**config.mk**
```make
export PLATFORM = sky130hd
export DESIGN_NAME = lcd_hd44780_rx_flat
export DESIGN_NICKNAME = d
export VERILOG_FILES = /design/src/rtl/lcd_hd44780_pkg.sv /design/src/rtl/lcd_hd44780_rx_if.sv /design/src/rtl/lcd_bus_sync.sv /design/src/rtl/lcd_hd44780_rx.sv /design/src/flat_wrapper.sv
export SDC_FILE = /design/constraint.sdc
export NUM_CORES = 1
export LEC_CHECK = 0
export CAP_MARGIN = 10
export CORE_MARGIN = 5
export CORE_UTILIZATION = 59
export DETAILED_ROUTE_END_ITERATION = 7
export GPL_ROUTABILITY_DRIVEN = 0
export PLACE_DENSITY_LB_ADDON = 0.3
export SYNTH_ARGS = -nofsm -noshare
export SYNTH_HDL_FRONTEND = slang
export SYNTH_SLANG_ARGS = --single-unit
```
**constraint.sdc**
```tcl
create_clock -name clk -period 3.8 [get_ports clk]
set_clock_uncertainty 0.15 [all_clocks]
set_input_delay 1.14 -clock clk [delete_from_list [all_inputs] [get_ports clk]]
set_output_delay 1.14 -clock clk [all_outputs]
set_load 0.05 [all_outputs]
```
**src/rtl/lcd_hd44780_pkg.sv**
```systemverilog
// Shared constants and types for the HD44780 display-side receiver.
package lcd_hd44780_pkg;

    // Bus interface mode and, in 4-bit mode, which nibble comes next.
    typedef enum logic [1:0] {
        MODE8    = 2'd0,
        MODE4_HI = 2'd1,
        MODE4_LO = 2'd2
    } lcd_mode_e;

    // Command opcodes: a byte matches when (byte & MASK) == BASE.
    localparam logic [7:0] CMD_CLR_MASK   = 8'hFF;
    localparam logic [7:0] CMD_CLR_BASE   = 8'h01;
    localparam logic [7:0] CMD_HOME_MASK  = 8'hFE;
    localparam logic [7:0] CMD_HOME_BASE  = 8'h02;
    localparam logic [7:0] CMD_ENTRY_MASK = 8'hFC;
    localparam logic [7:0] CMD_ENTRY_BASE = 8'h04;
    localparam logic [7:0] CMD_DISP_MASK  = 8'hF8;
    localparam logic [7:0] CMD_DISP_BASE  = 8'h08;
    localparam logic [7:0] CMD_SHIFT_MASK = 8'hF0;
    localparam logic [7:0] CMD_SHIFT_BASE = 8'h10;
    localparam logic [7:0] CMD_FUNC_MASK  = 8'hE0;
    localparam logic [7:0] CMD_FUNC_BASE  = 8'h20;
    localparam logic [7:0] CMD_CGRAM_MASK = 8'hC0;
    localparam logic [7:0] CMD_CGRAM_BASE = 8'h40;
    localparam logic [7:0] CMD_DDRAM_MASK = 8'h80;
    localparam logic [7:0] CMD_DDRAM_BASE = 8'h80;

    // Character written to every cell by clear-display.
    localparam logic [7:0] FILL_CHAR = 8'h20;

    function automatic logic cmd_is(input logic [7:0] b,
                                    input logic [7:0] mask,
                                    input logic [7:0] base);
        return (b & mask) == base;
    endfunction

endpackage

```
**src/rtl/lcd_hd44780_rx_if.sv**
```systemverilog
// HD44780 4-bit parallel bus as seen between controller and display.
interface lcd_hd44780_rx_if;
    logic       lcd_en;
    logic       lcd_rs;
    logic       lcd_rw;
    logic [3:0] lcd_d;

    modport master (output lcd_en, lcd_rs, lcd_rw, lcd_d);
    modport slave  (input  lcd_en, lcd_rs, lcd_rw, lcd_d);
endinterface

```
**src/rtl/lcd_bus_sync.sv**
```systemverilog
// Brings the asynchronous LCD bus into the clk domain and marks EN falling edges.
module lcd_bus_sync (
    input  logic       clk,
    input  logic       rst_n,
    input  logic       lcd_en,
    input  logic       lcd_rs,
    input  logic       lcd_rw,
    input  logic [3:0] lcd_d,
    output logic       strobe,
    output logic       rs,
    output logic       rw,
    output logic [3:0] d
);
    // Bit order in the stages: {en, rs, rw, d[3:0]}.
    logic [6:0] meta_r;
    logic [6:0] sync_r;
    logic       en_prev_r;

    // Two-flop synchronizer plus one extra EN stage for edge detection.
    always_ff @(posedge clk) begin
        if (!rst_n) begin
            meta_r    <= 7'd0;
            sync_r    <= 7'd0;
            en_prev_r <= 1'b0;
        end else begin
            meta_r    <= {lcd_en, lcd_rs, lcd_rw, lcd_d};
            sync_r    <= meta_r;
            en_prev_r <= sync_r[6];
        end
    end

    // RS/RW/D come from the same synchronized stage that shows EN low.
    assign strobe = en_prev_r & ~sync_r[6];
    assign rs     = sync_r[5];
    assign rw     = sync_r[4];
    assign d      = sync_r[3:0];

endmodule

```
**src/rtl/lcd_hd44780_rx.sv**
```systemverilog
// HD44780 display-side receiver: nibble reassembly, command decode,
// DDRAM write port, busy-time model and protocol-violation flagging.
module lcd_hd44780_rx
    import lcd_hd44780_pkg::*;
#(
    parameter int CLK_HZ         = 50000000,
    parameter int BUSY_SHORT_CYC = 1850,
    parameter int BUSY_LONG_CYC  = 76000,
    parameter int DDRAM_DEPTH    = 80
) (
    input  logic              clk,
    input  logic              rst_n,
    lcd_hd44780_rx_if.slave   bus,
    output logic              byte_valid,
    output logic [7:0]        byte_data,
    output logic              byte_rs,
    output logic              mode4,
    output logic              ddram_we,
    output logic [6:0]        ddram_addr,
    output logic [7:0]        ddram_wdata,
    output logic [6:0]        addr_cnt,
    output logic              display_on,
    output logic              cursor_on,
    output logic              blink_on,
    output logic              entry_inc,
    output logic              two_line,
    output logic              busy,
    output logic              viol,
    output logic [7:0]        viol_cnt
);
    // CLK_HZ only documents where the cycle constants come from; it must be positive.
    localparam int BUSY_MAX = (BUSY_LONG_CYC > BUSY_SHORT_CYC) ? BUSY_LONG_CYC : BUSY_SHORT_CYC;
    localparam int BUSY_W   = $clog2(BUSY_MAX + 1) + ((CLK_HZ > 0) ? 0 : 1);
    localparam logic [BUSY_W-1:0] BUSY_SHORT_L = BUSY_W'(BUSY_SHORT_CYC);
    localparam logic [BUSY_W-1:0] BUSY_LONG_L  = BUSY_W'(BUSY_LONG_CYC);
    localparam logic [BUSY_W-1:0] BUSY_ZERO    = {BUSY_W{1'b0}};
    localparam logic [6:0]        FILL_LAST    = 7'(DDRAM_DEPTH - 1);

    logic       strobe_s, sync_rs_s, sync_rw_s;
    logic [3:0] sync_d_s;

    lcd_bus_sync u_sync (
        .clk    (clk),
        .rst_n  (rst_n),
        .lcd_en (bus.lcd_en),
        .lcd_rs (bus.lcd_rs),
        .lcd_rw (bus.lcd_rw),
        .lcd_d  (bus.lcd_d),
        .strobe (strobe_s),
        .rs     (sync_rs_s),
        .rw     (sync_rw_s),
        .d      (sync_d_s)
    );

    lcd_mode_e         state_r, state_seq_s, state_nxt;
    logic [3:0]        hi_r, hi_nxt;
    logic              hi_rs_r, hi_rs_nxt;
    logic              mode4_r;
    logic              done_s, rs_s, rw_viol_s;
    logic [7:0]        byte_s;

    logic              valid_r, valid_nxt;
    logic [7:0]        data_r, data_nxt;
    logic              brs_r, brs_nxt;
    logic              we_r, we_nxt;
    logic [6:0]        waddr_r, waddr_nxt;
    logic [7:0]        wdata_r, wdata_nxt;
    logic [6:0]        addr_r, addr_nxt;
    logic              disp_r, disp_nxt, curs_r, curs_nxt, blink_r, blink_nxt;
    logic              inc_r, inc_nxt, two_r, two_nxt;
    logic [BUSY_W-1:0] busy_cnt_r, busy_cnt_nxt;
    logic              busy_r;
    logic              fill_act_r, fill_act_nxt;
    logic [6:0]        fill_addr_r, fill_addr_nxt;
    logic              viol_r, viol_nxt;
    logic [7:0]        viol_cnt_r;

    // Bus FSM: turns strobes into completed bytes and tracks the nibble phase.
    always_comb begin
        state_seq_s = state_r;
        hi_nxt      = hi_r;
        hi_rs_nxt   = hi_rs_r;
        done_s      = 1'b0;
        byte_s      = 8'h00;
        rs_s        = 1'b0;
        rw_viol_s   = 1'b0;
        if (strobe_s) begin
            if (sync_rw_s) begin
                rw_viol_s = 1'b1;
            end else begin
                case (state_r)
                    MODE8: begin
                        done_s = 1'b1;
                        byte_s = {sync_d_s, 4'h0};
                        rs_s   = sync_rs_s;
                    end
                    MODE4_HI: begin
                        hi_nxt      = sync_d_s;
                        hi_rs_nxt   = sync_rs_s;
                        state_seq_s = MODE4_LO;
                    end
                    MODE4_LO: begin
                        done_s      = 1'b1;
                        byte_s      = {hi_r, sync_d_s};
                        rs_s        = hi_rs_r;
                        state_seq_s = MODE4_HI;
                    end
                    default: begin
                        state_seq_s = MODE8;
                    end
                endcase
            end
        end else begin
            rw_viol_s = 1'b0;
        end
    end

    // Applies accepted bytes, runs the clear fill and the busy countdown.
    always_comb begin
        state_nxt     = state_seq_s;
        valid_nxt     = 1'b0;
        data_nxt      = data_r;
        brs_nxt       = brs_r;
        we_nxt        = 1'b0;
        waddr_nxt     = waddr_r;
        wdata_nxt     = wdata_r;
        addr_nxt      = addr_r;
        disp_nxt      = disp_r;
        curs_nxt      = curs_r;
        blink_nxt     = blink_r;
        inc_nxt       = inc_r;
        two_nxt       = two_r;
        fill_act_nxt  = fill_act_r;
        fill_addr_nxt = fill_addr_r;
        viol_nxt      = rw_viol_s;
        busy_cnt_nxt  = (busy_cnt_r != BUSY_ZERO) ? busy_cnt_r - BUSY_W'(1) : busy_cnt_r;

        if (fill_act_r) begin
            we_nxt        = 1'b1;
            waddr_nxt     = fill_addr_r;
            wdata_nxt     = FILL_CHAR;
            fill_addr_nxt = fill_addr_r + 7'd1;
            fill_act_nxt  = (fill_addr_r != FILL_LAST);
        end else begin
            fill_addr_nxt = fill_addr_r;
        end

        if (done_s) begin
            if (fill_act_r) begin
                // A byte during the clear fill is the only one that is discarded.
                viol_nxt = 1'b1;
            end else begin
                viol_nxt     = (busy_cnt_r != BUSY_ZERO);
                valid_nxt    = 1'b1;
                data_nxt     = byte_s;
                brs_nxt      = rs_s;
                busy_cnt_nxt = BUSY_SHORT_L;
                if (rs_s) begin
                    we_nxt    = 1'b1;
                    waddr_nxt = addr_r;
                    wdata_nxt = byte_s;
                    addr_nxt  = inc_r ? addr_r + 7'd1 : addr_r - 7'd1;
                end else if (cmd_is(byte_s, CMD_DDRAM_MASK, CMD_DDRAM_BASE)) begin
                    addr_nxt = byte_s[6:0];
                end else if (cmd_is(byte_s, CMD_CGRAM_MASK, CMD_CGRAM_BASE)) begin
                    addr_nxt = addr_r;
                end else if (cmd_is(byte_s, CMD_FUNC_MASK, CMD_FUNC_BASE)) begin
                    two_nxt   = byte_s[3];
                    state_nxt = byte_s[4] ? MODE8 : MODE4_HI;
                end else if (cmd_is(byte_s, CMD_SHIFT_MASK, CMD_SHIFT_BASE)) begin
                    addr_nxt = addr_r;
                end else if (cmd_is(byte_s, CMD_DISP_MASK, CMD_DISP_BASE)) begin
                    disp_nxt  = byte_s[2];
                    curs_nxt  = byte_s[1];
                    blink_nxt = byte_s[0];
                end else if (cmd_is(byte_s, CMD_ENTRY_MASK, CMD_ENTRY_BASE)) begin
                    inc_nxt = byte_s[1];
                end else if (cmd_is(byte_s, CMD_HOME_MASK, CMD_HOME_BASE)) begin
                    addr_nxt     = 7'd0;
                    busy_cnt_nxt = BUSY_LONG_L;
                end else if (cmd_is(byte_s, CMD_CLR_MASK, CMD_CLR_BASE)) begin
                    addr_nxt      = 7'd0;
                    inc_nxt       = 1'b1;
                    fill_act_nxt  = 1'b1;
                    fill_addr_nxt = 7'd0;
                    busy_cnt_nxt  = BUSY_LONG_L;
                end else begin
                    addr_nxt = addr_r;
                end
            end
        end else begin
            valid_nxt = 1'b0;
        end
    end

    // Bus FSM state register and nibble latch.
    always_ff @(posedge clk) begin
        if (!rst_n) begin
            state_r <= MODE8;
            hi_r    <= 4'h0;
            hi_rs_r <= 1'b0;
            mode4_r <= 1'b0;
        end else begin
            state_r <= state_nxt;
            hi_r    <= hi_nxt;
            hi_rs_r <= hi_rs_nxt;
            mode4_r <= (state_nxt != MODE8);
        end
    end

    // Datapath, display state, busy and violation registers.
    always_ff @(posedge clk) begin
        if (!rst_n) begin
            valid_r     <= 1'b0;
            data_r      <= 8'h00;
            brs_r       <= 1'b0;
            we_r        <= 1'b0;
            waddr_r     <= 7'd0;
            wdata_r     <= 8'h00;
            addr_r      <= 7'd0;
            disp_r      <= 1'b0;
            curs_r      <= 1'b0;
            blink_r     <= 1'b0;
            inc_r       <= 1'b1;
            two_r       <= 1'b0;
            busy_cnt_r  <= BUSY_ZERO;
            busy_r      <= 1'b0;
            fill_act_r  <= 1'b0;
            fill_addr_r <= 7'd0;
            viol_r      <= 1'b0;
            viol_cnt_r  <= 8'h00;
        end else begin
            valid_r     <= valid_nxt;
            data_r      <= data_nxt;
            brs_r       <= brs_nxt;
            we_r        <= we_nxt;
            waddr_r     <= waddr_nxt;
            wdata_r     <= wdata_nxt;
            addr_r      <= addr_nxt;
            disp_r      <= disp_nxt;
            curs_r      <= curs_nxt;
            blink_r     <= blink_nxt;
            inc_r       <= inc_nxt;
            two_r       <= two_nxt;
            busy_cnt_r  <= busy_cnt_nxt;
            busy_r      <= (busy_cnt_nxt != BUSY_ZERO);
            fill_act_r  <= fill_act_nxt;
            fill_addr_r <= fill_addr_nxt;
            viol_r      <= viol_nxt;
            if (viol_nxt && (viol_cnt_r != 8'hFF)) begin
                viol_cnt_r <= viol_cnt_r + 8'd1;
            end else begin
                viol_cnt_r <= viol_cnt_r;
            end
        end
    end

    assign byte_valid  = valid_r;
    assign byte_data   = data_r;
    assign byte_rs     = brs_r;
    assign mode4       = mode4_r;
    assign ddram_we    = we_r;
    assign ddram_addr  = waddr_r;
    assign ddram_wdata = wdata_r;
    assign addr_cnt    = addr_r;
    assign display_on  = disp_r;
    assign cursor_on   = curs_r;
    assign blink_on    = blink_r;
    assign entry_inc   = inc_r;
    assign two_line    = two_r;
    assign busy        = busy_r;
    assign viol        = viol_r;
    assign viol_cnt    = viol_cnt_r;

endmodule

```
**src/flat_wrapper.sv**
```systemverilog
// flat-port wrapper written by rule: the top's interface ports become plain ports
module lcd_hd44780_rx_flat import lcd_hd44780_pkg::*;
#(
    parameter int CLK_HZ         = 50000000,
    parameter int BUSY_SHORT_CYC = 1850,
    parameter int BUSY_LONG_CYC  = 76000,
    parameter int DDRAM_DEPTH    = 80
)
  (clk, rst_n, byte_valid, byte_data, byte_rs, mode4, ddram_we, ddram_addr, ddram_wdata, addr_cnt, display_on, cursor_on, blink_on, entry_inc, two_line, busy, viol, viol_cnt, bus_lcd_en, bus_lcd_rs, bus_lcd_rw, bus_lcd_d);
  lcd_hd44780_rx_if bus_i ();
  input  logic clk;
  input  logic rst_n;
  output logic byte_valid;
  output logic [7:0] byte_data;
  output logic byte_rs;
  output logic mode4;
  output logic ddram_we;
  output logic [6:0] ddram_addr;
  output logic [7:0] ddram_wdata;
  output logic [6:0] addr_cnt;
  output logic display_on;
  output logic cursor_on;
  output logic blink_on;
  output logic entry_inc;
  output logic two_line;
  output logic busy;
  output logic viol;
  output logic [7:0] viol_cnt;
  input wire logic [$bits(bus_i.lcd_en)-1:0] bus_lcd_en;
  input wire logic [$bits(bus_i.lcd_rs)-1:0] bus_lcd_rs;
  input wire logic [$bits(bus_i.lcd_rw)-1:0] bus_lcd_rw;
  input wire logic [$bits(bus_i.lcd_d)-1:0] bus_lcd_d;
  assign bus_i.lcd_en = bus_lcd_en;
  assign bus_i.lcd_rs = bus_lcd_rs;
  assign bus_i.lcd_rw = bus_lcd_rw;
  assign bus_i.lcd_d = bus_lcd_d;
  lcd_hd44780_rx #(.CLK_HZ(CLK_HZ), .BUSY_SHORT_CYC(BUSY_SHORT_CYC), .BUSY_LONG_CYC(BUSY_LONG_CYC), .DDRAM_DEPTH(DDRAM_DEPTH)) u_core (.clk(clk), .rst_n(rst_n), .bus(bus_i), .byte_valid(byte_valid), .byte_data(byte_data), .byte_rs(byte_rs), .mode4(mode4), .ddram_we(ddram_we), .ddram_addr(ddram_addr), .ddram_wdata(ddram_wdata), .addr_cnt(addr_cnt), .display_on(display_on), .cursor_on(cursor_on), .blink_on(blink_on), .entry_inc(entry_inc), .two_line(two_line), .busy(busy), .viol(viol), .viol_cnt(viol_cnt));
endmodule
```
# Yosys cells after proc, flatten, opt, wreduce, memory -nomap -nowiden

Index checks and enable logic that the tools add are counted.

Divide/modulo/power cells: 0
$lt $le $gt $ge: 0
Multiplexer cells: 85
Add/subtract/negate cells: 5
Equal/unequal tests: 17
Multipliers: 0
Shift operators: 0
Bitwise logic cells: 10
Reduce and logical (&&, ||, !) cells: 15

Operator list:

| operator              | number |
|---|---|
| $mux 17               | 12 |
| $mux 7                | 26 |
| $mux 8                | 6 |
| $reduce_bool 17->1    | 2 |
| $mux 1                | 30 |
| $sub 17x1->17 const B | 1 |
| $mux 2                | 8 |
| $pmux 8 s2            | 1 |
| $reduce_and 8->1      | 2 |
| $ne 3x1->1 const B    | 5 |
| $add 7x1->7 const B   | 2 |
| $reduce_and 10->1     | 1 |
| $not 1->1             | 9 |
| $add 8x1->8 const B   | 1 |
| $eq 8x1->1 const B    | 1 |
| $ne 8x8->1 const B    | 1 |
| $eq 7x1->1 const B    | 1 |
| $ne 7x7->1 const B    | 1 |
| $sub 7x1->7 const B   | 1 |
| $eq 6x1->1 const B    | 1 |
| $pmux 2 s3            | 1 |
| $reduce_and 6->1      | 1 |
| $eq 5x1->1 const B    | 1 |
| $eq 2x1->1 const B    | 2 |
| 13 further kinds      | 15 |

Output and inout bits: 49
Register bits: 96
Memories: 0
Input port bits: 9
Logic and storage cells: 157
Bits in latches: 0
ROM bits: 0
Bits in writable memories: 0

# Depth between registers and ports, before layout

Gate-level depths: netlist (run 1).

Depth after elaboration: 17
Gate-level depth with buffers: 9

# Cells and area by module

A second synthesis (run 1) with hierarchy kept.

Cell total of the unflattened synthesis: 508
Area total of the unflattened synthesis: 4332.9 um^2

Modules (own cells, without submodules):

| module         | cells each | instances | sequential area each (um^2) | area an instance (um^2) |
|---|---|---|---|---|
| lcd_hd44780_rx | 472        | 1         | 1621.6                      | 3877.5 |
| lcd_bus_sync   | 36         | 1         | 300.3                       | 455.4 |

# Least setup slack after synthesis (run 1)

No wires, ideal clock.

Path kind: register to register
Start: register u_core.inc_r, in the netlist u_core.entry_inc
End: register u_core.addr_r[6], in the netlist u_core.addr_cnt[6]
Arrival time: 2224 ps
Clock period less this slack: 2469 ps
Library setup time: 95 ps
Required time: 3555 ps
Cell stages (with the launch flop): 9
Path slack: 1331 ps
Cell sequence: dfxtp_1 -> inv_1 -> fa_1 -> a211oi_1 -> o21bai_1 -> a21oi_1 -> xnor2_1 -> nand2_1 -> a221oi_1

Word-level cells in the longest chain between the ends: 2

RTL lines:

| element                | RTL line              | text |
|---|---|---|
| start, declared        | lcd_hd44780_rx.sv:70  | `logic inc_r, inc_nxt, two_r, two_nxt;` |
| start signal, assigned | lcd_hd44780_rx.sv:243 | `inc_r <= inc_nxt;` |
| $mux 7                 | lcd_hd44780_rx.sv:162 | `addr_nxt = inc_r ? addr_r + 7'd1 : addr_r - 7'd1;` |
| $mux 7                 | lcd_hd44780_rx.sv:158 | `if (rs_s) begin` |
| end signal, assigned   | lcd_hd44780_rx.sv:239 | `addr_r <= addr_nxt;` |
| end, declared          | lcd_hd44780_rx.sv:68  | `logic [6:0] addr_r, addr_nxt;` |

Every way passes these cells.
A chain may end at the register's enable or synchronous reset.

# Worst setup path in the final report (run 1)

Start: register u_core.fill_act_r
End: register u_core.addr_r[6], in the netlist u_core.addr_cnt[6]

Word-level cells in the longest chain between the ends: 2

RTL lines:

| element                           | RTL line              | text |
|---|---|---|
| start, declared                   | lcd_hd44780_rx.sv:73  | `logic fill_act_r, fill_act_nxt;` |
| start signal, assigned            | lcd_hd44780_rx.sv:247 | `fill_act_r <= fill_act_nxt;` |
| $not 1->1 (no source line)        | -                     |  |
| $reduce_and 8->1 (no source line) | -                     |  |

Every way passes these cells.

==> results of run 1 <==
cell usage in the layout, fill, tap and decap left out, types with 14 or more instances in the layout:
cell                              count
sky130_fd_sc_hd__nor3_1              14
sky130_fd_sc_hd__xnor2_1             18
sky130_fd_sc_hd__clkdlybuf4s50_1     57
sky130_fd_sc_hd__dfxtp_1             96
sky130_fd_sc_hd__a21oi_1             40
sky130_fd_sc_hd__o21ai_0             24
sky130_fd_sc_hd__mux2i_1             16
sky130_fd_sc_hd__nand2_1             60
sky130_fd_sc_hd__nor2_1              76
sky130_fd_sc_hd__and2_1              22
how the worst min path moves through the flow:
stage,startpoint,end,slack [ns],cells past startpoint
detailed placement,u_core.u_sync.meta_r[4],u_core.u_sync.sync_r[4],0.27,1
global route,u_core.u_sync.meta_r[4],u_core.u_sync.sync_r[4],0.30,1
global placement,u_core.u_sync.meta_r[6],u_core.u_sync.sync_r[6],0.27,1
finish,u_core.u_sync.meta_r[4],u_core.u_sync.sync_r[4],0.29,1
CTS,u_core.u_sync.meta_r[6],u_core.u_sync.sync_r[6],0.29,1
floorplan,u_core.u_sync.meta_r[0],u_core.u_sync.sync_r[0],0.26,1
per-stage QoR:
stage | power, mW | hold slack [ns] | util | cells
final | 2.76 | 0.289 | 0.702 | 684
after global routing | 2.91 | 0.299 | 0.702 | 684
after CTS | 2.75 | 0.293 | 0.702 | 684
after detailed placement | 2.09 | 0.271 | 0.676 | 668
after global placement | 2.07 | 0.266 | 0.676 | 668
after floorplan | 1.91 | 0.262 | - | 530
cells by family (layout without fill, tap and decap cells):
logic type,Yosys count,count (layout),share of synthesized area
buf+inv,34,86,0.0294
simple gates,235,235,0.264
xor+xnor,25,25,0.0485
flops,96,96,0.426
fa+ha+maj,9,9,0.0266
compound gates,114,114,0.168
mux,17,17,0.0380
flip-flops by register name, indices dropped and copies added (netlist names), 2 cells and up:
| signal | count |
|---|---|
| u_core.fill_addr_r | 7 |
| u_core.ddram_wdata | 8 |
| u_core.u_sync.meta_r | 7 |
| u_core.ddram_addr | 7 |
| u_core.addr_cnt | 7 |
| u_core.u_sync.sync_r | 7 |
| u_core.busy_cnt_r | 17 |
| u_core.viol_cnt | 8 |
| u_core.byte_data | 8 |
| u_core.state_r | 2 |
| u_core.hi_r | 4 |
power by group:
group | switching (mW) | leakage [nW] | internal [mW]
Sequential | 0.123 | 0.779 | 1.09
Combinational | 0.500 | 1.05 | 0.377
Clock | 0.360 | 0.103 | 0.305
layout make-up:
| cell class | count | area [sq um] |
|---|---|---|
| Multi-Input combinational cell | 400 | 2460 |
| Fill cell | 606 | 2270 |
| Sequential cell | 96 | 1920 |
| Timing Repair Buffer | 61 | 601 |
| Tap cell | 102 | 128 |
| Clock buffer | 9 | 124 |
| Clock inverter | 7 | 71.3 |
| Inverter | 9 | 33.8 |
layer usage:
layer | vias to the layer above | GRT usage | part of all wire
met1 | 1845 | 0.309 | 0.45
li1 | 1941 | - | -
met2 | 175 | 0.353 | 0.47
met5 | - | 0 | 0
met3 | 19 | 0.0431 | 0.071
met4 | 0 | 0.0927 | 0.016
==> implementation parameters, run 1 <==
Parameter                              Value

Worst setup path
  Number of buffers and inverters on the critical path    1
  Max Fanout on Critical Path    18
  Required time at the worst-slack endpoint    3.92 ns
  Critical path startpoint    u_core.fill_act_r
  Origin of the critical flop-to-flop path    u_core.fill_act_r
  Largest stage delay on the critical path    0.82 ns
  Highest-delay cell along the critical path    sky130_fd_sc_hd__dfxtp_1
  Critical Path Start Type    register
  Cell-by-cell listing of the critical path    inv_1 -> nand3_1 -> a41oi_1 -> o221ai_1 -> a31oi_1 -> a221oi_1
  Kind of end point of the critical path    register
  Internal reg-to-reg setup slack    0.80 ns
  R2R depth    6
  CP Class    register to register
  Critical Path End    u_core.addr_cnt[6]
  CP arrival    between 3 and 4 ns
  Number of stages on the worst setup path    6
  Endpoint of the worst-slack reg-to-reg timing path    u_core.addr_cnt[6]
  Top delay family on crit path    compound AO/OA/AOI/OAI gates

Drt
  Remaining DRCs    0
  Total number of vias    slightly below 4000
  Post-detailed-route count of antenna-violating nets    0
  Violation count after the first detailed-route iteration    308
  Total routed wirelength    10.8 mm
  Detailed-route vias per instance    5.82
  DR pass1 iterations    6
  Average wire per standard cell    15.8 um

Min path
  Min-delay worst type    register to register

Timing
  Unrepaired setup endpoints after global routing    false
  Max-slew headroom at the worst pin    0.336
  Fin. Hold Viols    0
  Endpoints failing setup    0
  Max frequency    0.333 GHz
  Share of the clock period used by the worst path after layout    0.790
  Transition at the pin with the smallest max-transition slack    0.996 ns
  Max-slew violation total from the final report    0
  Final worst setup slack    between 0.7 and 0.8 ns
  Final worst path period need    3.00 ns
  Final sum of negative setup slack    0 ns

Flow run
  Count of maximum capacitance violations    0

Synthesis
  Netlist area before placement    4520 sq um
  Synth Warn #    0
  Share of synthesized registers carrying an async set or reset    0
  Number of distinct standard cells referenced by the synthesized netlist    60
  Average cell area after synthesis    8.52 sq um
  Top cell type's share of synthesized area    0.426
  Most common cell in the synthesized netlist    sky130_fd_sc_hd__dfxtp_1
  Leading area contributor after synthesis    sky130_fd_sc_hd__dfxtp_1
  Number of enable-type register cells in the synthesized netlist    0
  Post-synthesis instance total    530
  Sequential fraction of the synthesis area    0.426
  Top area cells in the synthesized netlist    sky130_fd_sc_hd__dfxtp_1, sky130_fd_sc_hd__nor2_1, sky130_fd_sc_hd__nand2_1
  Synth cell count leaders    sky130_fd_sc_hd__dfxtp_1, sky130_fd_sc_hd__nor2_1, sky130_fd_sc_hd__nand2_1, sky130_fd_sc_hd__a21oi_1, sky130_fd_sc_hd__o21ai_0
  Number of storage elements in the synthesis netlist    96
  Primary FF master, synth    sky130_fd_sc_hd__dfxtp_1
  Net count after synthesis    548

Clock tree
  CTS tree    yes
  Number of buffers added by the clock tree synthesis step    9
  Hold bufs inserted after CTS    0
  Clock sinks    96
  Post-CTS Resized    0
  Buffer count from post-CTS setup fixing    0
  Longest Clk Path Bufs    2
  Library cell used as clock root buffer    sky130_fd_sc_hd__clkbuf_8
  Clock input transition at the sequential cells of the worst setup and hold paths    ~0.090 ns
  H-tree depth reported by CTS    3
  Clock latency at the later pin of the worst-skew pair    0.37 ns

Placement
  Post-placement cell area    5140 sq um
  Minimum setup slack after placement    0.961 ns
  Buffers added on ports    57
  Post-DP HPWL    7.78 mm

Final layout
  Area added between synthesis and finish    18.3%
  Post-route design area    5340 sq um
  Layout cell share with drive strength beyond 1    0.0670
  Post-layout net count    595
  Count of inserted antenna diode cells    0

Floorplan
  Height of the die    97.5 um
  Number of top-level design ports    58
  Placeable Area    7610 sq um
  Die area    9500 sq um
  Starting Density    0.594
  Die W    between 90 and 100 um
  Number of placement rows    32

GRT
  Wire length of the first global-routing pass    about 18 mm
  Maximum number of pins on one net before global-route repair    34
  Number of antenna violations at the first check in global routing    0
  Number of global-route vias before repair    3713
  Combined global-route utilization of all metal layers    0.227
  Total congestion overflow    0

Pwr
  Worst vdd rail ir drop    0.000299 V
  P_leak    between 1.5 and 2 nW
  Pwr dens    517 nW/um^2

Status
  Status    finished clean
Power figures use the tool's default switching activity.
==> inputs of run 2 (changes only) <==
- CORE_UTILIZATION: 59 -> 50
- clock period: 3.8 -> 2.45 ns (I/O delays scaled with it)
==> implementation parameters, run 2 (synthesis results as in run 1) <==
Parameter                              Value

Floorplan
  Number of top-level design ports    58 (unchanged)
  Number of placement rows    34 (+6.3%)
  Starting Density    0.515 (-0.0783)
  Die W    105 um (+7.7%)
  Height of the die    105 um (+7.7%)
  Placeable Area    8760 sq um (+15%)
  Die area    11000 sq um (+16%)

Final layout
  Leading cell type in the layout, fill and taps excluded    sky130_fd_sc_hd__dfxtp_1
  Layout cell share with drive strength beyond 1    0.177 (+0.110)
  Largest register by flop count    u_core.busy_cnt_r
  Flip-flop count of the largest register, all copies and words added    17 (unchanged)
  Post-layout net count    636 (+6.9%)
  Post-route design area    5770 sq um (+8.1%)
  Count of inserted antenna diode cells    0 (unchanged)
  Commonest cells after routing, fill and taps aside    sky130_fd_sc_hd__dfxtp_1, sky130_fd_sc_hd__nor2_1, sky130_fd_sc_hd__nand2_1, sky130_fd_sc_hd__buf_4, sky130_fd_sc_hd__a21oi_1
  Fillers    729 (+20%)
  Area added between synthesis and finish    27.8%

Placement
  Minimum setup slack after placement    -0.0108 ns (-0.972 ns)
  Post-DP HPWL    8.58 mm (+10%)
  Post-placement cell area    5380 sq um (+4.5%)
  Buffers added on ports    57 (unchanged)

Drt
  Post-detailed-route count of antenna-violating nets    0 (unchanged)
  Remaining DRCs    0 (unchanged)
  DR pass1 iterations    5 (-1)
  Total routed wirelength    11.9 mm (+11%)
  Violation count after the first detailed-route iteration    327 (+6.2%)
  Average wire per standard cell    16.4 um (+3.9%)
  Total number of vias    4187 (+5.2%)
  Detailed-route vias per instance    5.74 (-1.4%)

Timing
  Fin. Hold Viols    0 (unchanged)
  Max-slew violation total from the final report    0 (unchanged)
  Final sum of negative setup slack    -0.0225 ns (-0.0225 ns)
  Max-slew headroom at the worst pin    0.545 (+0.209)
  Endpoints failing setup    1 (+1)
  Final worst path period need    2.47 ns (-0.529 ns)
  Final worst setup slack    -0.0225 ns (-0.821 ns)
  Share of the clock period used by the worst path after layout    1.01 (+0.219)
  Transition at the pin with the smallest max-transition slack    0.675 ns (-0.320 ns)
  Unrepaired setup endpoints after global routing    true
  Max frequency    0.404 GHz (+21%)

Worst setup path
  CP arrival    2.57 ns (-0.55 ns)
  Critical Path Start Type    register
  R2R depth    6 (unchanged)
  Kind of end point of the critical path    register
  Required time at the worst-slack endpoint    2.55 ns (-1.37 ns)
  CP Class    register to register
  Endpoint of the worst-slack reg-to-reg timing path    u_core.busy
  Internal reg-to-reg setup slack    -0.02 ns (-0.82 ns)
  Origin of the critical flop-to-flop path    u_core.busy_cnt_r[1]
  Max Fanout on Critical Path    4 (-14)

Pwr
  Part of the power in combinational logic    0.384 (+0.066)
  Net switching share of the total power    0.353 (-0.00364)
  Total power of the final layout    4.87 mW (+77%)
  Internal power consumption    3.15 mW (+78%)
  Flop pwr share    0.382 (-0.059)
  Pwr dens    844 nW/um^2 (+63%)
  Worst vdd rail ir drop    0.000481 V (+61%)
  Clock share of power    0.234 (-0.007)
  P_leak    2.60 nW (+35%)
  Reported net switching power    1.72 mW (+75%)

Min path
  Min-delay worst type    register to register
  Min-delay src    u_core.u_sync.meta_r[3]
  Hold path depth    1 (unchanged)
  Hold Path Sink    u_core.u_sync.sync_r[3]

Flow run
  Count of maximum capacitance violations    0 (unchanged)

Clock tree
  Number of buffers added by the clock tree synthesis step    9 (unchanged)
  Library cell used as clock root buffer    sky130_fd_sc_hd__clkbuf_8
  CTS tree    yes
  H-tree depth reported by CTS    3 (unchanged)
  Clock input transition at the sequential cells of the worst setup and hold paths    0.10 ns (about the same)
  Clock sinks    96 (unchanged)
  Clock latency at the later pin of the worst-skew pair    0.36 ns (about the same)
  Longest Clk Path Bufs    2 (unchanged)

GRT
  Maximum number of pins on one net before global-route repair    36 (+5.9%)
  Number of antenna violations at the first check in global routing    0 (unchanged)
  Number of global-route vias before repair    4034 (+8.6%)
  Wire length of the first global-routing pass    19.5 mm (+8.6%)
  Combined global-route utilization of all metal layers    0.212 (-0.0144)
  Total congestion overflow    0 (unchanged)

Status
  Violated checks    setup timing
  Status    finished, violations left
run 2: cell types whose count changed in the layout (fill, tap and decap cells not counted), moves of 2 or more:
cell,delta
sky130_fd_sc_hd__buf_4,+55
sky130_fd_sc_hd__clkdlybuf4s50_1,-38
sky130_fd_sc_hd__clkinv_2,-3
sky130_fd_sc_hd__clkinvlp_4,+2
sky130_fd_sc_hd__dfxtp_1,-5
sky130_fd_sc_hd__dfxtp_2,+5
sky130_fd_sc_hd__dlymetal6s2s_1,+22
sky130_fd_sc_hd__nor3b_1,-3
sky130_fd_sc_hd__nor3b_2,+2
run 2: routing by layer:
layer  vias up  GRT usage  share of wire
met1      1958      0.273           0.43
met4         0     0.0831          0.021
li1       2032          -              -
met2       170      0.340           0.48
met3        27     0.0549          0.064
met5         -          0              0
run 2: how the worst max path moves through the flow:
stage,cells after the start,startpoint,end,slack [ns]
after global routing,5,u_core.hi_r[3],u_core.fill_addr_r[2],-0.06
after global placement,5,u_core.hi_r[3],u_core.fill_addr_r[3],0.05
final,6,u_core.busy_cnt_r[1],u_core.busy,-0.02
after CTS,5,u_core.hi_r[3],u_core.fill_addr_r[2],0.004
after floorplan,8,u_core.busy_cnt_r[0],u_core.busy,0.1
after detailed placement,8,u_core.busy_cnt_r[0],u_core.busy,-0.01
run 2: critical path, cell delays in order (launching register included):
cell,delay (ns)
sky130_fd_sc_hd__dfxtp_2,0.34
sky130_fd_sc_hd__or3_4,0.41
sky130_fd_sc_hd__or4b_4,0.54
sky130_fd_sc_hd__a21o_4,0.22
sky130_fd_sc_hd__a211oi_2,0.25
sky130_fd_sc_hd__nand4_1,0.12
sky130_fd_sc_hd__o31a_1,0.32
run 2: repair_timing:
action                                  in CTS  in global routing
buffers inserted                             0                  8
pin swaps                                    0                  8
gates resized for setup                      2                 39
hold buffers                                 0                  0
endpoints found under the setup margin       2                 46
run 2: power groups by stage:
| stage | registers (mW) | clock network, mW | logic [mW] |
|---|---|---|---|
| final | 1.86 | 1.14 | 1.87 |
| after global routing | 1.88 | 1.23 | 2.01 |
| after CTS | 1.84 | 1.16 | 1.61 |
| after detailed placement | 1.88 | 0 | 1.58 |
| after global placement | 1.87 | 0 | 1.53 |
| after floorplan | 1.86 | 0 | 1.10 |
run 2: through the flow:
stage               hold slack [ns]  instances  utilization
CTS                           0.290        722        0.638
detailed placement            0.269        707        0.614
floorplan                     0.262        530            -
global route                  0.295        730        0.659
finish                        0.286        730        0.659
global placement              0.264        707        0.614
run 2: cell type report:
| cell class | instances | area, sq um | share of cell area |
|---|---|---|---|
| clock buffers | 9 | 124 | 0.0215 |
| clock inverters | 6 | 92.6 | 0.0160 |
| inverters | 9 | 33.8 | 0.00585 |
| multi-input cells | 400 | 2520 | 0.437 |
| flip-flops and latches | 96 | 1930 | 0.334 |
| well taps | 108 | 135 | 0.0234 |
| repair buffers | 102 | 937 | 0.162 |
==> inputs of run 3 (changes only) <==
- ABC_AREA: unset -> 1
- CELL_PAD_IN_SITES_DETAIL_PLACEMENT: unset -> 0
- CELL_PAD_IN_SITES_GLOBAL_PLACEMENT: unset -> 1
- CORE_MARGIN: 5 -> unset
- CORE_UTILIZATION: 50 -> 37
==> implementation parameters, run 3 <==
Parameter                              Value

Min path
  Min-delay worst type    register to register
  Min-delay src    u_core.u_sync.meta_r[3]

Timing
  Unrepaired setup endpoints after global routing    false
  Final worst path period need    2.40 ns (-0.0722 ns)
  Endpoints failing setup    0 (-1)
  Max-slew headroom at the worst pin    0.657 (+0.112)
  Final sum of negative setup slack    0 ns (+0.0225 ns)
  Transition at the pin with the smallest max-transition slack    0.512 ns (-0.163 ns)
  Max frequency    0.417 GHz (+3.0%)
  Max-slew violation total from the final report    0 (unchanged)
  Share of the clock period used by the worst path after layout    0.980 (-0.0295)
  Fin. Hold Viols    0 (unchanged)

Floorplan
  Die W    115 um (+9.0%)
  Height of the die    115 um (+9.0%)
  Die area    13100 sq um (+19%)
  Placeable Area    12200 sq um (+39%)
  Starting Density    0.385 (-0.130)
  Number of top-level design ports    58 (unchanged)
  Number of placement rows    40 (+18%)

Worst setup path
  Critical path startpoint    u_core.byte_data[7]
  Number of buffers and inverters on the critical path    1 (+1)
  CP arrival    1.52 ns (-1.05 ns)
  Required time at the worst-slack endpoint    1.56 ns (-0.99 ns)
  Top delay family on crit path    buffers and inverters
  Largest stage delay on the critical path    0.81 ns (+0.27 ns)
  Kind of end point of the critical path    output port
  Highest-delay cell along the critical path    sky130_fd_sc_hd__clkdlybuf4s50_1
  Cell-by-cell listing of the critical path    clkdlybuf4s50_1
  Origin of the critical flop-to-flop path    u_core.entry_inc
  CP Class    register to output port
  Max Fanout on Critical Path    2 (-2)
  Critical Path Start Type    register

Drt
  Violation count after the first detailed-route iteration    269 (-18%)
  Post-detailed-route count of antenna-violating nets    0 (unchanged)
  Remaining DRCs    0 (unchanged)
  DR pass1 iterations    4 (-1)
  Total routed wirelength    11.7 mm (-1.8%)
  Total number of vias    4162 (-0.60%)
  Average wire per standard cell    13.7 um (-16%)
  Detailed-route vias per instance    4.86 (-15%)

Final layout
  Count of inserted antenna diode cells    0 (unchanged)
  Commonest cells after routing, fill and taps aside    sky130_fd_sc_hd__nand2_1, sky130_fd_sc_hd__dfxtp_1, sky130_fd_sc_hd__nor2_1, sky130_fd_sc_hd__inv_1, sky130_fd_sc_hd__a21oi_1
  Area added between synthesis and finish    22.2%
  Layout cell share with drive strength beyond 1    0.148 (-0.0286)
  Largest register by flop count    u_core.busy_cnt_r
  Flip-flop count of the largest register, all copies and words added    17 (unchanged)
  Fillers    1238 (+70%)
  Leading cell type in the layout, fill and taps excluded    sky130_fd_sc_hd__nand2_1
  Post-route design area    5730 sq um (-0.80%)
  Post-layout net count    701 (+10%)

Pwr
  Net switching share of the total power    0.372 (+0.0192)
  Part of the power in combinational logic    0.342 (-0.042)
  Reported net switching power    1.77 mW (+2.9%)
  P_leak    2.55 nW (-2.0%)
  Internal power consumption    2.99 mW (-5.3%)
  Flop pwr share    0.382 (about the same)
  Clock share of power    0.276 (+0.042)
  Worst vdd rail ir drop    0.000396 V (-18%)
  Pwr dens    830 nW/um^2 (-1.6%)

Synthesis
  Synth cell count leaders    sky130_fd_sc_hd__nand2_1, sky130_fd_sc_hd__dfxtp_1, sky130_fd_sc_hd__inv_1, sky130_fd_sc_hd__nor2_1, sky130_fd_sc_hd__a21oi_1
  Top area cells in the synthesized netlist    sky130_fd_sc_hd__dfxtp_1, sky130_fd_sc_hd__nand2_1, sky130_fd_sc_hd__inv_1
  Number of distinct standard cells referenced by the synthesized netlist    46 (-23%)
  Leading area contributor after synthesis    sky130_fd_sc_hd__dfxtp_1
  Net count after synthesis    638 (+16%)
  Sequential fraction of the synthesis area    0.410 (-0.0153)
  Netlist area before placement    4680 sq um (+3.7%)
  Post-synthesis instance total    620 (+17%)
  Primary FF master, synth    sky130_fd_sc_hd__dfxtp_1
  Number of enable-type register cells in the synthesized netlist    0 (unchanged)
  Most common cell in the synthesized netlist    sky130_fd_sc_hd__nand2_1
  Synth Warn #    0 (unchanged)
  Share of synthesized registers carrying an async set or reset    0 (unchanged)
  Top cell type's share of synthesized area    0.410 (-0.0153)
  Average cell area after synthesis    7.56 sq um (-11%)
  Number of storage elements in the synthesis netlist    96 (unchanged)

Status
  Status    finished clean

GRT
  Wire length of the first global-routing pass    19.3 mm (-0.99%)
  Combined global-route utilization of all metal layers    0.190 (-0.0220)
  Maximum number of pins on one net before global-route repair    49 (+36%)
  Total congestion overflow    0 (unchanged)
  Number of antenna violations at the first check in global routing    0 (unchanged)
  Number of global-route vias before repair    3980 (-1.3%)

Clock tree
  H-tree depth reported by CTS    3 (unchanged)
  CTS tree    yes
  Library cell used as clock root buffer    sky130_fd_sc_hd__clkbuf_16
  Longest Clk Path Bufs    2 (unchanged)
  Clock latency at the later pin of the worst-skew pair    0.34 ns (-0.02 ns)
  Clock input transition at the sequential cells of the worst setup and hold paths    0.06 ns (-0.04 ns)
  Clock sinks    96 (unchanged)
  Buffer count from post-CTS setup fixing    0 (unchanged)
  Number of buffers added by the clock tree synthesis step    9 (unchanged)

Placement
  Post-placement cell area    5450 sq um (+1.4%)
  Buffers added on ports    57 (unchanged)
  Post-DP HPWL    8.64 mm (+0.79%)

Flow run
  Count of maximum capacitance violations    0 (unchanged)
## run 3: final timing paths
check / endpoint / slack [ns] / depth (start not counted)
worst max register to register: u_core.addr_cnt[6] / 0.31 / 12
worst min-delay path: u_core.u_sync.sync_r[3] / 0.26 / 2
worst max-delay path: byte_data[7] / 0.05 / 1
worst min register to register: u_core.u_sync.sync_r[3] / 0.26 / 2
## run 3: through the flow
| step | hold slack, ns | std cells | setup slack, ns | util | total power [mW] |
|---|---|---|---|---|---|
| 5_1_grt | 0.277 | 856 | 0.000138 | 0.471 | 5.08 |
| 6_report | 0.261 | 856 | 0.0496 | 0.471 | 4.75 |
| 3_3_place_gp | 0.245 | 840 | 0.360 | 0.448 | 3.45 |
| 4_1_cts | 0.264 | 856 | 0.00440 | 0.471 | 4.78 |
| 2_1_floorplan | 0.240 | 620 | 0.0644 | - | 3.07 |
| 3_5_place_dp | 0.249 | 840 | 0.242 | 0.448 | 3.45 |
## run 3: cells by family after synthesis
logic type | synth area share
flip-flops | 0.410
adder cells (fa/ha/maj) | 0.0256
buffers and inverters | 0.0879
AND/OR/NAND/NOR | 0.295
XOR/XNOR | 0.0280
AO/OA/AOI/OAI | 0.154
## run 3: per-layer routing
layer / vias up / track usage / routed length, um
li1: 2141 / - / -
met1: 1924 / 0.243 / 5610
met2: 88 / 0.313 / 5400
met5: - / 0 / 0
met3: 9 / 0.0540 / 602
met4: 0 / 0.0511 / 119
## run 3: layout make-up
type                    count  area [sq um]  share of cell area
multi-input cells         425          2350               0.411
repair buffers             70           644               0.113
clock inverters             4          30.0             0.00524
clock buffers              12           246              0.0430
well taps                 168           210              0.0367
flip-flops and latches     96          1920               0.336
inverters                  81           322              0.0562
## run 3: timing repair
item,in CTS,in global routing
endpoints found under the hold margin,0,0
gates cloned,0,0
setup endpoints to repair,3,2
hold buffers,0,0
resized for setup,3,3
## run 3: power groups by stage
stage	sequential (mW)	combinational (mW)	clock, mW
after floorplan	1.84	1.23	0
after global placement	1.85	1.60	0
after CTS	1.81	1.62	1.36
final	1.82	1.62	1.31
after global routing	1.83	1.82	1.42
after detailed placement	1.85	1.60	0
